$ cat src/rtl/iob_slave_fsm.sv
// ---------------------------------------------------------------------------
// iob_slave_fsm
//
// FCLK-domain I/O-bus request generator. It sits upstream of the FSB block and
// produces the Ready input that FSB uses for I/O-space cycles. Each CPU I/O
// access (BACT & IOCS) is handed to the C8M-side I/O bus master as a
// request/acknowledge handshake:
//   IOREQ high  -> the master starts and raises IOACT (acknowledge)
//   IOACT falls -> the access is finished, and IOReady completes the CPU cycle
// The block also handles timeouts, CPU aborts and, optionally, posted writes.
//
// Optional feature: define IOB_POSTWR_EN to enable posted writes. A posted
// write completes the CPU cycle as soon as the address and data are latched.
// The I/O access then runs in the background. Without the macro, the PWPend
// flag is tied to 0, IOPWCS is ignored, and every write waits like a read.
//
// Parameters
//   TO_CYCLES   : FCLK cycles a request may spend in REQ/ACT before it is
//                 aborted (2..255)
//   SYNC_STAGES : synchroniser depth for IOACT (2 or 3)
//
// Ports
//   FCLK    in  fast bus clock, rising-edge
//   nRESin  in  asynchronous active-low reset
//   BACT    in  CPU bus cycle active (from FSB)
//   IOCS    in  current cycle targets I/O space
//   IOPWCS  in  current I/O address may be posted (used only with IOB_POSTWR_EN)
//   nWE     in  CPU write strobe, 0 = write
//   IOACT   in  I/O master busy, asynchronous to FCLK
//   IOREQ   out request to the I/O master
//   IORW    out latched direction, 1 = read, 0 = write
//   IOL0    out one-cycle pulse that latches the CPU address/data
//   IOReady out Ready for the FSB Ready mux
//   IOBERR  out one-cycle pulse on timeout
// ---------------------------------------------------------------------------
module iob_slave_fsm #(
  parameter int TO_CYCLES   = 255,
  parameter int SYNC_STAGES = 2
) (
  input  logic FCLK,
  input  logic nRESin,
  input  logic BACT,
  input  logic IOCS,
  input  logic IOPWCS,
  input  logic nWE,
  input  logic IOACT,
  output logic IOREQ,
  output logic IORW,
  output logic IOL0,
  output logic IOReady,
  output logic IOBERR
);

  // LATCH holds IOL0 for one cycle before the request is raised.
  // TOUT holds IOBERR for one cycle before Ready is given.
  localparam logic [2:0] ST_IDLE  = 3'd0;
  localparam logic [2:0] ST_LATCH = 3'd1;
  localparam logic [2:0] ST_REQ   = 3'd2;
  localparam logic [2:0] ST_ACT   = 3'd3;
  localparam logic [2:0] ST_TOUT  = 3'd4;
  localparam logic [2:0] ST_DONE  = 3'd5;

  localparam logic [7:0] TC_VAL = 8'(TO_CYCLES - 1);

  logic [2:0]             state_reg, state_next;
  logic [7:0]             cnt_reg, cnt_next;
  logic                   iorw_reg, iorw_next;
  // The current access must not assert IOReady when it finishes, because the
  // CPU has gone away (abort) or has already been released (posted write).
  logic                   bg_reg, bg_next;
  logic [SYNC_STAGES-1:0] sync_reg;

  logic ioactr;
  logic start;
  logic tc;
  logic abort;
  logic pw_start;
  logic pwpend;
  logic pwready;
  logic pwpend_set;
  logic pwpend_clr;
  logic pwready_set;

  // IOACT synchroniser. Only the last stage is looked at.
  always_ff @(posedge FCLK or negedge nRESin) begin
    if (!nRESin) begin
      sync_reg <= '0;
    end else begin
      sync_reg <= {sync_reg[SYNC_STAGES-2:0], IOACT};
    end
  end

  assign ioactr = sync_reg[SYNC_STAGES-1];
  assign start  = BACT & IOCS;
  assign tc     = (cnt_reg == TC_VAL);
  assign abort  = bg_reg | ~BACT;

  always_comb begin
    state_next  = state_reg;
    cnt_next    = cnt_reg;
    iorw_next   = iorw_reg;
    bg_next     = bg_reg;
    pwpend_set  = 1'b0;
    pwpend_clr  = 1'b0;
    pwready_set = 1'b0;

    case (state_reg)
      ST_IDLE: begin
        // A pending posted write or a still-busy master stalls a new access.
        if (start && !pwpend && !ioactr) begin
          state_next = ST_LATCH;
          iorw_next  = nWE;
          bg_next    = pw_start;
          pwpend_set = pw_start;
        end
      end

      ST_LATCH: begin
        state_next  = ST_REQ;
        cnt_next    = 8'd0;
        pwready_set = pwpend & BACT;
        if (!BACT) begin
          bg_next = 1'b1;
        end
      end

      ST_REQ: begin
        cnt_next = cnt_reg + 8'd1;
        if (!BACT) begin
          bg_next = 1'b1;
        end
        if (tc) begin
          state_next = ST_TOUT;
          cnt_next   = 8'd0;
          pwpend_clr = 1'b1;
        end else if (ioactr) begin
          state_next = ST_ACT;
        end
      end

      ST_ACT: begin
        cnt_next = cnt_reg + 8'd1;
        if (!BACT) begin
          bg_next = 1'b1;
        end
        // A completion takes priority over a terminal count in the same cycle.
        if (!ioactr) begin
          state_next = abort ? ST_IDLE : ST_DONE;
          pwpend_clr = 1'b1;
        end else if (tc) begin
          state_next = ST_TOUT;
          cnt_next   = 8'd0;
          pwpend_clr = 1'b1;
        end
      end

      ST_TOUT: begin
        state_next = abort ? ST_IDLE : ST_DONE;
      end

      ST_DONE: begin
        if (!BACT) begin
          state_next = ST_IDLE;
        end
      end

      default: begin
        state_next = ST_IDLE;
      end
    endcase
  end

  always_ff @(posedge FCLK or negedge nRESin) begin
    if (!nRESin) begin
      state_reg <= ST_IDLE;
      cnt_reg   <= 8'd0;
      iorw_reg  <= 1'b1;
      bg_reg    <= 1'b0;
    end else begin
      state_reg <= state_next;
      cnt_reg   <= cnt_next;
      iorw_reg  <= iorw_next;
      bg_reg    <= bg_next;
    end
  end

`ifdef IOB_POSTWR_EN
  logic pwpend_reg;
  logic pwready_reg;

  assign pw_start = ~nWE & IOPWCS;

  // PWPend covers the whole background access. The early Ready is held only
  // until the CPU drops BACT.
  always_ff @(posedge FCLK or negedge nRESin) begin
    if (!nRESin) begin
      pwpend_reg  <= 1'b0;
      pwready_reg <= 1'b0;
    end else begin
      if (pwpend_set) begin
        pwpend_reg <= 1'b1;
      end else if (pwpend_clr) begin
        pwpend_reg <= 1'b0;
      end

      if (pwready_set) begin
        pwready_reg <= 1'b1;
      end else if (!BACT) begin
        pwready_reg <= 1'b0;
      end
    end
  end

  assign pwpend  = pwpend_reg;
  assign pwready = pwready_reg;
`else
  logic unused_pw;

  assign pw_start  = 1'b0;
  assign pwpend    = 1'b0;
  assign pwready   = 1'b0;
  assign unused_pw = IOPWCS ^ pwpend_set ^ pwpend_clr ^ pwready_set;
`endif

  // Every output is decoded from registers only. This means there is no
  // combinational path from IOACT, and reset clears the outputs without a clock.
  assign IOREQ   = (state_reg == ST_REQ);
  assign IOL0    = (state_reg == ST_LATCH);
  assign IOBERR  = (state_reg == ST_TOUT);
  assign IOReady = (state_reg == ST_DONE) | pwready;
  assign IORW    = iorw_reg;

endmodule

$ cat config.mk
export PLATFORM = sky130hd
export DESIGN_NAME = iob_slave_fsm
export DESIGN_NICKNAME = d
export VERILOG_FILES = /design/src/rtl/iob_slave_fsm.sv
export SDC_FILE = /design/constraint.sdc
export NUM_CORES = 1
export LEC_CHECK = 0
export BUFFER_PORTS_ARGS = -buffer_cell sky130_fd_sc_hd__buf_2
export CAP_MARGIN = 20
export CORE_ASPECT_RATIO = 1.2
export CORE_MARGIN = 2
export CORE_UTILIZATION = 30
export DETAILED_ROUTE_END_ITERATION = 12
export GPL_TIMING_DRIVEN = 0
export SKIP_CTS_REPAIR_TIMING = 1
export SLEW_MARGIN = 20
export SYNTH_ARGS = -nofsm -noshare
export SYNTH_HDL_FRONTEND = slang
export SYNTH_SLANG_ARGS = --single-unit
$ cat constraint.sdc
create_clock -name FCLK -period 1.7 [get_ports FCLK]
set_clock_uncertainty 0.2 [all_clocks]
set_input_delay 0.085 -clock FCLK [delete_from_list [all_inputs] [get_ports FCLK]]
set_output_delay 0.085 -clock FCLK [all_outputs]
set_load 0.005 [all_outputs]
== Word level (Yosys, flattened, before mapping) ==
Cells that the tools add are included.
Storage, ports and cells
  bits in registers: 15
  bits of input ports: 7
  word-level logic and storage cells: 43
Operators by class
  add/sub/neg operators: 1
  equality and inequality tests: 11
  mux-type cells: 14
  bitwise operators: 3
  reduce and logical (&&, ||, !) cells: 9
Operator list (count)
  one-hot mux 8 bit (3 select lines): 1
  two-way mux 3 bit: 7
  one-hot mux 3 bit (6 select lines): 1
  two-way mux 8 bit: 2
  adder 8 x 1 -> 8 bit (second input constant): 1
  equality test 8 bit (second input constant): 1
  equality test 3 x 2 -> 1 bit (second input constant): 2
  equality test 3 bit (second input constant): 2
  != test 2 bit (second input constant): 3
  AND reduction 4 bit: 1
  equality test 3 x 1 -> 1 bit (second input constant): 1
  zero test 3 bit: 1
  != test 3 x 1 -> 1 bit (second input constant): 1
  != test 3 bit (second input constant): 1
  AND reduction 3 bit: 1
  nonzero test 3 bit: 1
  OR reduction 3 bit: 1
  two-way mux 1 bit: 2
  one-hot mux 1 bit (2 select lines): 1
  AND reduction 2 bit: 1
  nonzero test 2 bit: 1
  AND 1 bit: 1
  logical AND 1 bit: 1
  zero test 1 bit: 1
  other kinds (2): 2

== Longest topological paths before layout ==
  depth after elaboration: 5
  gate-level depth with buffers: 7

== Least setup slack after synthesis ==
Ideal clock, no wire load.
  path kind: reg2reg
  from: reg cnt_reg[0]
  to: reg state_reg[0]
  setup time: 0.122 ns
  arrival time: 1.332 ns
  data required time: 1.378 ns
  path slack: 0.047 ns
  cell stages (with the launch flop): 7
  buffers on the path: 0
  cell sequence: dfrtp_1 > inv_1 > ha_1 > nand3_1 > nor2_1 > or3_1 > a32o_1
Between the ends
  word-level cells in the longest chain between the ends: 3
  elaborated cells between the ends (all ways): 6
  those cells by class: eq/ne (3); mux (2); reduce/logical (1)
Ends and longest elaborated chain
  start, declared: line 66  | logic [7:0] cnt_reg, cnt_next;
  start signal, assigned: line 181  | cnt_reg <= cnt_next;
  equality test 8 bit *: line 95  | assign tc = (cnt_reg == TC_VAL);
  two-way mux 3 bit, or another cell as far along: line 132  | if (tc) begin
  one-hot mux 3 bit (6 select lines) / AND reduction 4 bit (equally long branches)
  end signal, assigned: line 180  | state_reg <= state_next;
  end, declared: line 65  | logic [2:0] state_reg, state_next;
Mark *: on every way between the ends. The rest lies on a longest branch, timed or not.
A chain may end at the register's enable or synchronous reset.

== Worst setup path after layout ==
Ends and elaborated chain as after synthesis.

==> flow_metrics.env <==
export IMPL_r2r_cells=6
export IMPL_worst_slack_ns=0.0246
export IMPL_drive_gt1_share_pct=33.3
export IMPL_clockBufferDepth=2
export IMPL_pwr_share_comb_pct=50.8
export IMPL_antenna_found_initial=0
export IMPL_yosysUniqueCellTypes=38
export IMPL_p_total_mw=1.47
export IMPL_num_nets_final=127
export IMPL_crit_chain="inv_1 > ha_1 > nand3_1 > nor2_1 > or3_1 > a32o_1"
export IMPL_synth_nets=103
export IMPL_critPathLaunchType="flip-flop"
export IMPL_synth_yosys_seq_area_share_pct=42.7
export IMPL_dp_hpwl_um=1280
export IMPL_clk_pin_slew_worst_paths_ns=0.10
export IMPL_p_per_area_nw_per_um2=1330
export IMPL_num_vias=769
export IMPL_post_synth_cell_area_avg_sq_um=9.38
export IMPL_final_util_pct=39.8
export IMPL_largest_reg_flops=8
export IMPL_grt_pass1_vias=680
export IMPL_overflow=0
export IMPL_slew_headroom_pct=72.5
export IMPL_r2r_start="cnt_reg[0]"
export IMPL_cts_tree="built"
export IMPL_initial_utilization_pct=31.7
export IMPL_grt_pass1_wl_um=2970
export IMPL_htreeDepth=1
export IMPL_drcViolationCount=0
export IMPL_maxCapViolCount=0
export IMPL_fmax_ghz=0.597
export IMPL_rsz0062_at_grt="true"
export IMPL_avgViaCountPerCell=5.09
export IMPL_yosysWarnings=0
export IMPL_cpPeakStageDelay_ns=0.36
export IMPL_dr_pass1_iters=6
export IMPL_clock_latency_ns=0.29
export IMPL_drv_slew=0
export IMPL_critPathMaxFanout=4
export IMPL_intPower_mw=0.917
export IMPL_synthFlopType="dfrtp_1"
export IMPL_ant_nets=0
export IMPL_drt_iter0_markers=8
export IMPL_dieArea_sq_um=3390
export IMPL_areaGrowthSynthToFinish_pct=25.8
export IMPL_wl_per_cell_um=12.3
export IMPL_critical_path_slowest_cell="dfrtp_1"
export IMPL_layout_worst_path_cycle_share_pct=98.6
export IMPL_final_cells=151
export IMPL_finalSetupViolCount=0
export IMPL_cp_end_kind="flip-flop"
export IMPL_hold_violations=0
export IMPL_ir_worst_vdd_mv=0.428
export IMPL_worstPathRequired_ns=1.67
export IMPL_synth_seq_cells=15
export IMPL_wirelength_um=1860
export IMPL_synthesis_area_sq_um=882
export IMPL_critPathKind="reg2reg"
export IMPL_clock_power_share_pct=14.3
export IMPL_io_buffer_count=10
export IMPL_path_buf_inv=1
export IMPL_synth_edff_count=0
export IMPL_synth_cells=94
export IMPL_grt_usage_pct=11.8
export IMPL_p_switching_mw=0.556
export IMPL_grt_max_degree=16
export IMPL_dp_cells=138
export IMPL_pin_count=12
export IMPL_async_flop_share_pct=100
export IMPL_die_height_um=63.4
export IMPL_cts_buffers=3
export IMPL_dieWidth_um=53.5
export IMPL_core_area_sq_um=2790
export IMPL_num_rows=21
export IMPL_outcome="completed"
export IMPL_hold_path_class="in2async"
export IMPL_pwr_share_seq_pct=35.0
export IMPL_root_buffer="clkbuf_4"
export IMPL_clkSinkCount=15
export IMPL_p_sw_share_pct=37.7
export IMPL_gp_congestion=0.684
export IMPL_worst_path_dominant_cell_family="simple AND/OR/NAND/NOR gates"
export IMPL_pre_cts_slack_ns=-0.0930
export IMPL_min_period_ns=1.68
export IMPL_p_leak_nw=0.531
export IMPL_startpoint="cnt_reg[0]"
export IMPL_arrival_ns=1.65
export IMPL_cp_depth=6
export IMPL_num_antenna_cells=0
export IMPL_fin_setup_tns_ns=0
export IMPL_worst_pin_slew_ns=0.407
-- synthesized netlist by cell type (3+ instances only) --
cell type | count | area [sq um]
a21o_1 | 4 | 30.0
a21oi_1 | 3 | 15.0
and3_2 | 3 | 22.5
dfrtp_1 | 14 | 350
inv_1 | 4 | 15.0
nand2_1 | 4 | 15.0
nand2b_1 | 3 | 18.8
nor2_1 | 8 | 30.0
nor3_1 | 3 | 15.0
o21ai_0 | 7 | 35.0
o21ai_1 | 4 | 20.0
-- metrics by stage --
step	hold WS (ns)	area, sq um
2_1_floorplan	-0.411	882
3_3_place_gp	-0.182	975
3_5_place_dp	-0.185	975
4_1_cts	-0.494	1000
5_1_grt	0.0492	1110
6_report	0.0177	1110
-- path summary, 6_finish.rpt --
check / end / slack (ns)
max in group asynchronous: IORW / 0.97
setup / recovery: state_reg[0] / 0.02
hold reg to reg: sync_reg[1] / 0.15
min in group FCLK: bg_reg / 0.06
hold / removal: state_reg[2] / 0.02
setup reg to reg: state_reg[0] / 0.02
-- cell usage in the layout (no fill, tap or decap), types with 3 or more instances in the layout --
cell type	synthesis	routed
inv_1	4	4
dfrtp_1	14	13
a21oi_1	3	3
dlygate4sd3_1	0	4
o21ai_0	7	4
and3_2	3	3
o21ai_2	0	6
buf_2	1	11
nor3_1	3	3
clkbuf_4	0	3
buf_6	2	3
nand2_1	4	4
nor2_1	8	8
buf_4	1	6
a21o_1	4	4
nand2b_1	3	3
-- cell families after synthesis --
family / after synthesis / share of synthesized area (%)
XOR/XNOR: 1 / 0.993
multiplexers: 1 / 1.28
flip-flops: 15 / 42.7
adder cells (fa/ha/maj): 2 / 2.84
AO/OA/AOI/OAI: 26 / 19.3
buffers and inverters: 9 / 6.10
AND/OR/NAND/NOR: 40 / 26.8
-- power by group through the flow --
stage	Sequential (mW)	Clock [mW]	Combinational, mW
6_report	0.515	0.211	0.748
5_1_grt	0.530	0.233	0.839
4_1_cts	0.532	0.214	0.579
3_5_place_dp	0.539	0	0.576
3_3_place_gp	0.534	0	0.564
2_1_floorplan	0.524	0	0.437
-- cell type report --
type / instances / area, sq um
Fill cell: 299 / 1680
Multi-Input combinational cell: 70 / 474
Sequential cell: 15 / 378
Timing Repair Buffer: 20 / 139
Tap cell: 34 / 42.5
Buffer: 4 / 35.0
Clock buffer: 4 / 26.3
Inverter: 4 / 15.0
-- layer usage --
layer | vias up | GRT usage (%) | share of wire [%]
met5 | - | 0 | 0
li1 | 383 | - | -
met4 | 0 | 5.77 | 1.9
met3 | 4 | 2.13 | 3.6
met2 | 13 | 19.8 | 50
met1 | 369 | 14.1 | 44
Note: power is estimated with default switching activity, not from simulation.
